===== config.mk =====
export PLATFORM = sky130hd
export DESIGN_NAME = shift_seq_ctrl
export DESIGN_NICKNAME = d
export VERILOG_FILES = /design/src/rtl/shift_seq_ctrl.sv
export SDC_FILE = /design/constraint.sdc
export NUM_CORES = 1
export LEC_CHECK = 0
export CORE_MARGIN = 1
export CORE_UTILIZATION = 30
export DETAILED_ROUTE_END_ITERATION = 8
export PLACE_DENSITY_LB_ADDON = 0.08
export RECOVER_POWER = 100
export SLEW_MARGIN = 5
export SYNTH_ARGS = -nofsm -noshare
export SYNTH_HDL_FRONTEND = slang
export SYNTH_SLANG_ARGS = --single-unit

===== constraint.sdc =====
create_clock -name clk_i -period 3.1 [get_ports clk_i]
set_input_delay 0.93 -clock clk_i [delete_from_list [all_inputs] [get_ports clk_i]]
set_output_delay 0.93 -clock clk_i [all_outputs]
set_load 0.02 [all_outputs]

===== src/rtl/shift_seq_ctrl.sv =====
// -----------------------------------------------------------------------------
// shift_seq_ctrl
//
// Breaks a shift of 0..15 positions into shifter steps of at most 3 positions.
// The controller loads the shifter and then issues LSL/LSR/ASR steps. When the
// remaining distance reaches zero it pulses done for one cycle. During that
// cycle the shifter register holds the final result. Every output comes
// straight from a flop.
//
// Optional feature (compile-time macro): SHIFT_SEQ_ABORT_EN
//   When this macro is defined, the abort_i input is added. abort_i cancels a
//   request that is in LOAD or SHIFT.
//
// Ports
//   clk_i       in   1  clock, rising edge
//   reset_i     in   1  asynchronous active-high reset
//   start_i     in   1  request strobe, sampled only in IDLE
//   op_sel_i    in   2  00 LSL, 01 LSR, 10 ASR, 11 reserved (rejected)
//   amt_i       in   4  total shift distance, captured with start_i
//   abort_i     in   1  cancel request (SHIFT_SEQ_ABORT_EN only)
//   op_o        out  3  000 NOP, 001 LOAD, 010 LSL, 011 LSR, 100 ASR
//   shamt_o     out  2  per-step shift amount
//   busy_o      out  1  high in every state except IDLE
//   done_o      out  1  one-cycle completion pulse
//   err_o       out  1  one-cycle pulse on a rejected or aborted request
//   step_cnt_o  out  3  shift steps issued for the current request
//
// state  | meaning
// IDLE   | waiting for start, outputs quiet
// LOAD   | shifter loads its operand (one cycle)
// SHIFT  | one shift step of min(remaining,3) issued per cycle
// DONE   | done pulse, shifter holds result (one cycle)
// -----------------------------------------------------------------------------
module shift_seq_ctrl (
  input  logic       clk_i,
  input  logic       reset_i,
  input  logic       start_i,
  input  logic [1:0] op_sel_i,
  input  logic [3:0] amt_i,
`ifdef SHIFT_SEQ_ABORT_EN
  input  logic       abort_i,
`endif
  output logic [2:0] op_o,
  output logic [1:0] shamt_o,
  output logic       busy_o,
  output logic       done_o,
  output logic       err_o,
  output logic [2:0] step_cnt_o
);

  typedef enum logic [1:0] {
    S_IDLE  = 2'd0,
    S_LOAD  = 2'd1,
    S_SHIFT = 2'd2,
    S_DONE  = 2'd3
  } state_e;

  localparam logic [2:0] OP_NOP  = 3'd0;
  localparam logic [2:0] OP_LOAD = 3'd1;
  localparam logic [2:0] OP_LSL  = 3'd2;
  localparam logic [2:0] OP_LSR  = 3'd3;
  localparam logic [2:0] OP_ASR  = 3'd4;

  state_e     state_q, state_d;
  logic [3:0] rem_q, rem_d;
  logic [1:0] opsel_q, opsel_d;
  logic [2:0] step_q, step_d;
  logic [2:0] op_q, op_d;
  logic [1:0] shamt_q, shamt_d;
  logic       busy_q, busy_d;
  logic       done_q, done_d;
  logic       err_q, err_d;

  logic [1:0] step_amt;
  logic [2:0] shift_op;

  // The next step takes at most 3 positions of the remaining distance.
  assign step_amt = (rem_q > 4'd3) ? 2'd3 : rem_q[1:0];

  always_comb begin
    shift_op = OP_NOP;
    case (opsel_q)
      2'b00:   shift_op = OP_LSL;
      2'b01:   shift_op = OP_LSR;
      2'b10:   shift_op = OP_ASR;
      default: shift_op = OP_NOP;
    endcase
  end

  // Each output is computed for the state being entered, so the registered
  // output always matches the state register.
  always_comb begin
    state_d = state_q;
    rem_d   = rem_q;
    opsel_d = opsel_q;
    step_d  = step_q;
    op_d    = OP_NOP;
    shamt_d = 2'd0;
    busy_d  = 1'b1;
    done_d  = 1'b0;
    err_d   = 1'b0;

    case (state_q)
      S_IDLE: begin
        busy_d = 1'b0;
        if (start_i) begin
          if (op_sel_i == 2'b11) begin
            err_d = 1'b1;
          end else begin
            state_d = S_LOAD;
            opsel_d = op_sel_i;
            rem_d   = amt_i;
            step_d  = 3'd0;
            op_d    = OP_LOAD;
            busy_d  = 1'b1;
          end
        end
      end
      // LOAD and SHIFT use the same decision: if any distance remains, issue
      // another step, otherwise finish.
      S_LOAD, S_SHIFT: begin
        if (rem_q == 4'd0) begin
          state_d = S_DONE;
          done_d  = 1'b1;
        end else begin
          state_d = S_SHIFT;
          op_d    = shift_op;
          shamt_d = step_amt;
          rem_d   = rem_q - {2'b00, step_amt};
          step_d  = step_q + 3'd1;
        end
      end
      S_DONE: begin
        state_d = S_IDLE;
        busy_d  = 1'b0;
      end
      default: begin
        state_d = S_IDLE;
        busy_d  = 1'b0;
      end
    endcase

`ifdef SHIFT_SEQ_ABORT_EN
    // Abort takes precedence over the normal sequence. step_cnt_o keeps the
    // number of steps that were already issued.
    if (abort_i && (state_q == S_LOAD || state_q == S_SHIFT)) begin
      state_d = S_IDLE;
      rem_d   = rem_q;
      step_d  = step_q;
      op_d    = OP_NOP;
      shamt_d = 2'd0;
      busy_d  = 1'b0;
      done_d  = 1'b0;
      err_d   = 1'b1;
    end
`endif
  end

  always_ff @(posedge clk_i or posedge reset_i) begin
    if (reset_i) begin
      state_q <= S_IDLE;
      rem_q   <= 4'd0;
      opsel_q <= 2'd0;
      step_q  <= 3'd0;
      op_q    <= OP_NOP;
      shamt_q <= 2'd0;
      busy_q  <= 1'b0;
      done_q  <= 1'b0;
      err_q   <= 1'b0;
    end else begin
      state_q <= state_d;
      rem_q   <= rem_d;
      opsel_q <= opsel_d;
      step_q  <= step_d;
      op_q    <= op_d;
      shamt_q <= shamt_d;
      busy_q  <= busy_d;
      done_q  <= done_d;
      err_q   <= err_d;
    end
  end

  assign op_o       = op_q;
  assign shamt_o    = shamt_q;
  assign busy_o     = busy_q;
  assign done_o     = done_q;
  assign err_o      = err_q;
  assign step_cnt_o = step_q;

endmodule

# Yosys cells after proc, flatten, opt, wreduce, memory -nomap -nowiden
# Index checks and enable logic that the tools add are counted.
# op_classes
eq_ne	9
magnitude_cmp	1
n_reduce_logical	8
addsub	2
bitwise_logic	1
muxes	28
# op_table
cell	n
2-to-1 mux 3 bit	4
2-to-1 mux 4 bit	3
one-hot mux 3 bit (2 select lines)	2
2-to-1 mux 1 bit	10
2-to-1 mux 2 bit	5
one-hot mux 3 bit (3 select lines)	1
== test 2 bit, second input constant	4
one-hot mux 4 bit (2 select lines)	1
inequality test 2 bit, second input constant	3
one-hot mux 2 bit (3 select lines)	1
== test 2 x 1 -> 1 bit, second input constant	2
> comparator 4 x 2 -> 1 bit, second input constant	1
zero test 2 bit	2
zero test 4 bit	1
AND reduction 4 bit	1
subtractor 4 x 2 -> 4 bit	1
adder 3 x 1 -> 3 bit, second input constant	1
AND reduction 3 bit	1
one-hot mux 1 bit (2 select lines)	1
AND reduction 2 bit	1
nonzero test 2 bit	1
OR reduction 2 bit	1
NOT 1 bit	1
# word_totals
wordCells	58
out_inout_bits	11
reg_bits	19

# Longest topological paths before layout
# logic_depth
depth_word	5
mapped_depth	7

# Least setup slack after synthesis
# No wires, ideal clock.
# synth_path
path_type	input-to-reg
startpoint	input port op_sel_i[0]
endpoint	register rem_q[2]
path_buffers	0
slack_ns	1.221
setup_ns	0.126
cell_stages	4
t_arrival_ns	1.753
path_cell_list	nand2_1 a31oi_2 o21ai_1 a221o_1
# synth_via
elab_chain_len	3
# synth_rtl
element	line_no	source
from (decl)	38	input logic [1:0] op_sel_i,
== test 2 bit	107	if (op_sel_i == 2'b11) begin
inequality test 2 bit (no line)	-	
AND reduction 4 bit (no line)	-	
to (signal assigned)	172	rem_q <= rem_d;
to (decl)	65	logic [3:0] rem_q, rem_d;
# No other way between the ends.
# A chain may end at the register's enable or synchronous reset.

# Final worst setup path
# layout_path
startpoint	input port op_sel_i[1]
endpoint	register rem_q[2]
# The elaborated chain is that of the path after synthesis.

==> results_dict.tcl <==
set metrics [dict create \
    required_ns 3.29 \
    clock_latency_ns 0.30 \
    synth_compound_area_share_pct 15.36 \
    grt_max_degree 20 \
    synth_top_cell_by_area "dfrtp_1" \
    antenna_left 0 \
    post_cts_buffers 0 \
    hpwl_um 1362 \
    num_vias 763 \
    antenna_found_initial 0 \
    wire_per_inst_um 12.48 \
    netlist_top_cells_area "dfrtp_1, ha_1, nor2_1" \
    critPathLaunchType "primary input" \
    cts_tree "built" \
    route.detailed.drc 3 \
    synth_top_family_by_area "simple AND/OR/NAND/NOR gates" \
    synth-adder-area-share_pct 5.391 \
    synth_cell_types 29 \
    gp_congestion 0.7954 \
    die_h_um 57.63 \
    via_per_inst 5.155 \
    finalClockSkew_ns 0.01074 \
    ys_seq_elements 19 \
    portBuffers 19 \
    yosysTopAreaCellShare_pct 51.21 \
    finalCriticalPeriod_ns 2.448 \
    cp.arrival_ns 2.64 \
    cts-resized-gates 0 \
    slew_violations 0 \
    die-area_um2 3321 \
    nNetsFinal 131 \
    hold_buffers 0 \
    hold_viol 0 \
    netlist_area_um2 928.4 \
    final_common_cell "dfrtp_1" \
    fmax_mhz 408.5 \
    htree_levels 1 \
    p_leak_nw 0.5194 \
    drive_gt1_share_pct 5.983 \
    clockBufferDepth 2 \
    outcome "complete, but fails checks" \
    async_flop_share_pct 100.0 \
    crit_fanout 9 \
    synth_seq_area_share_pct 51.21 \
    syn_inst 97 \
    synth-simple-area-share_pct 22.78 \
    clkSinkCount 19 \
    grt_pass1_vias 733 \
    p_per_area_nw_per_um2 1123 \
    synthXorXnorAreaFrac_pct 0 \
    syn_avg_cell_area_um2 9.571 \
    drt_wl_total_um 1847 \
    muxShareOfSynthArea_pct 1.078 \
    setup_violations 0 \
    final_cell_mix "dfrtp_1, nor2_1, dlygate4sd3_1" \
    start_util_pct 32.54 \
    cts-root-buf "clkbuf_4" \
    violations "design-rule violations" \
    rows 19 \
    tns_ns 0 \
    cp-end-kind "flop" \
    core_um2 2853 \
    grt_pass1_wl_um 3256 \
    nFillCells 304 \
    reg2reg_setup_slack_ns 0.91 \
    hold_depth 1 \
    synth_edf_count 0 \
    drt_first_pass_iters 6 \
    yosysWarnings 0 \
    synth.net_count 110 \
    syn_to_final_growth_pct 23.58 \
    path_class "primary input to flop" \
    drt_iter0_drc 21 \
    total_power_mw 1.289 \
    worst_slew_pin_slew_ns 0.7363 \
    max-cap-violations 0 \
    die_x_um 57.63 \
    diodes 0 \
    cts-buffers-inserted 3 \
    r2r_cells 6 \
    overflow 0 \
    final_util_pct 40.22 \
    seqCellArea_um2 475.5 \
    grtUsageTotal_pct 12.83 \
    hold_path_class "flop to flop" \
    period_share_pct 78.96 \
    synthFlopType "dfrtp_1" \
    slew_headroom_pct 50.86 \
    rsz0062_at_grt "false" \
    clk_pin_slew_worst_paths_ns 0.11 \
    multi_input_area_um2 396.6 \
    io_pins 20 \
    ir_drop_uv 584.4 \
]
==> power by group <==
part	switching, mW	internal (mW)	total, mW
logic	0.416	0.300	0.716
registers	0.0884	0.361	0.450
clock network	0.0752	0.0480	0.123
total	0.580	0.709	1.29
==> critical path, cell delays in order <==
cell and delay [ns]:
dlygate4sd3_1 0.55, nand2_1 0.10, a31oi_1 0.55, o21ai_0 0.19, a221o_1 0.32
==> state kept, by name, summed over array words and instances (netlist names) <==
register,count
step_cnt_o,3
state_q,2
op_o,3
err_o,1
busy_o,1
shamt_o,2
opsel_q,2
done_o,1
rem_q,4
==> layout make-up <==
class | instances | share of cell area [%]
sequential | 19 | 41.44
multi-input combinational | 70 | 34.57
timing repair buffer | 19 | 16.58
tap | 31 | 3.381
clock buffer | 3 | 1.963
inverter | 5 | 1.636
clock inverter | 1 | 0.4362
==> synthesized netlist by cell type (3+ instances only) <==
cell and number:
inv_1 5, nand2_1 10, a21oi_1 7, dfrtp_1 19
nor2_1 13, ha_1 4, o21ai_0 5, nor3_1 6
nand3_1 3
==> worst paths after layout <==
path	startpoint	end
max	op_sel_i[1]	rem_q[2]
min	opsel_q[0]	op_o[2]
max reg2reg	state_q[0]	rem_q[2]
min reg2reg	opsel_q[0]	op_o[2]
max in group asynchronous	reset_i	step_cnt_o[2]
min in group asynchronous	reset_i	op_o[2]
==> metal layers <==
metal / vias to the layer above / routed length [um] / global-route usage, %
met4: 0 / 13 / 2.091
met2: 12 / 845 / 20.43
li1: 381 / - / -
met1: 368 / 915 / 17.10
met5: - / 0 / 0
met3: 2 / 73 / 4.688
==> per-stage QoR <==
step	worst slack (ns)	hold WS (ns)	cell area [um^2]	cells
2_1_floorplan	1.221	0.4320	928.4	97
3_3_place_gp	0.6315	0.4578	1137	144
3_5_place_dp	0.5615	0.4622	1137	144
4_1_cts	0.8177	0.4797	1165	148
5_1_grt	0.4417	0.5149	1147	148
6_report	0.6521	0.4740	1147	148
==> logic make-up (layout without fill, tap and decap cells) <==
kind of cell | Yosys count | count (layout)
compound gates | 22 | 22
fa+ha+maj | 4 | 4
buf+inv | 8 | 28
flops | 19 | 19
mux | 1 | 1
simple gates | 43 | 43
Power figures use the tool's default switching activity.
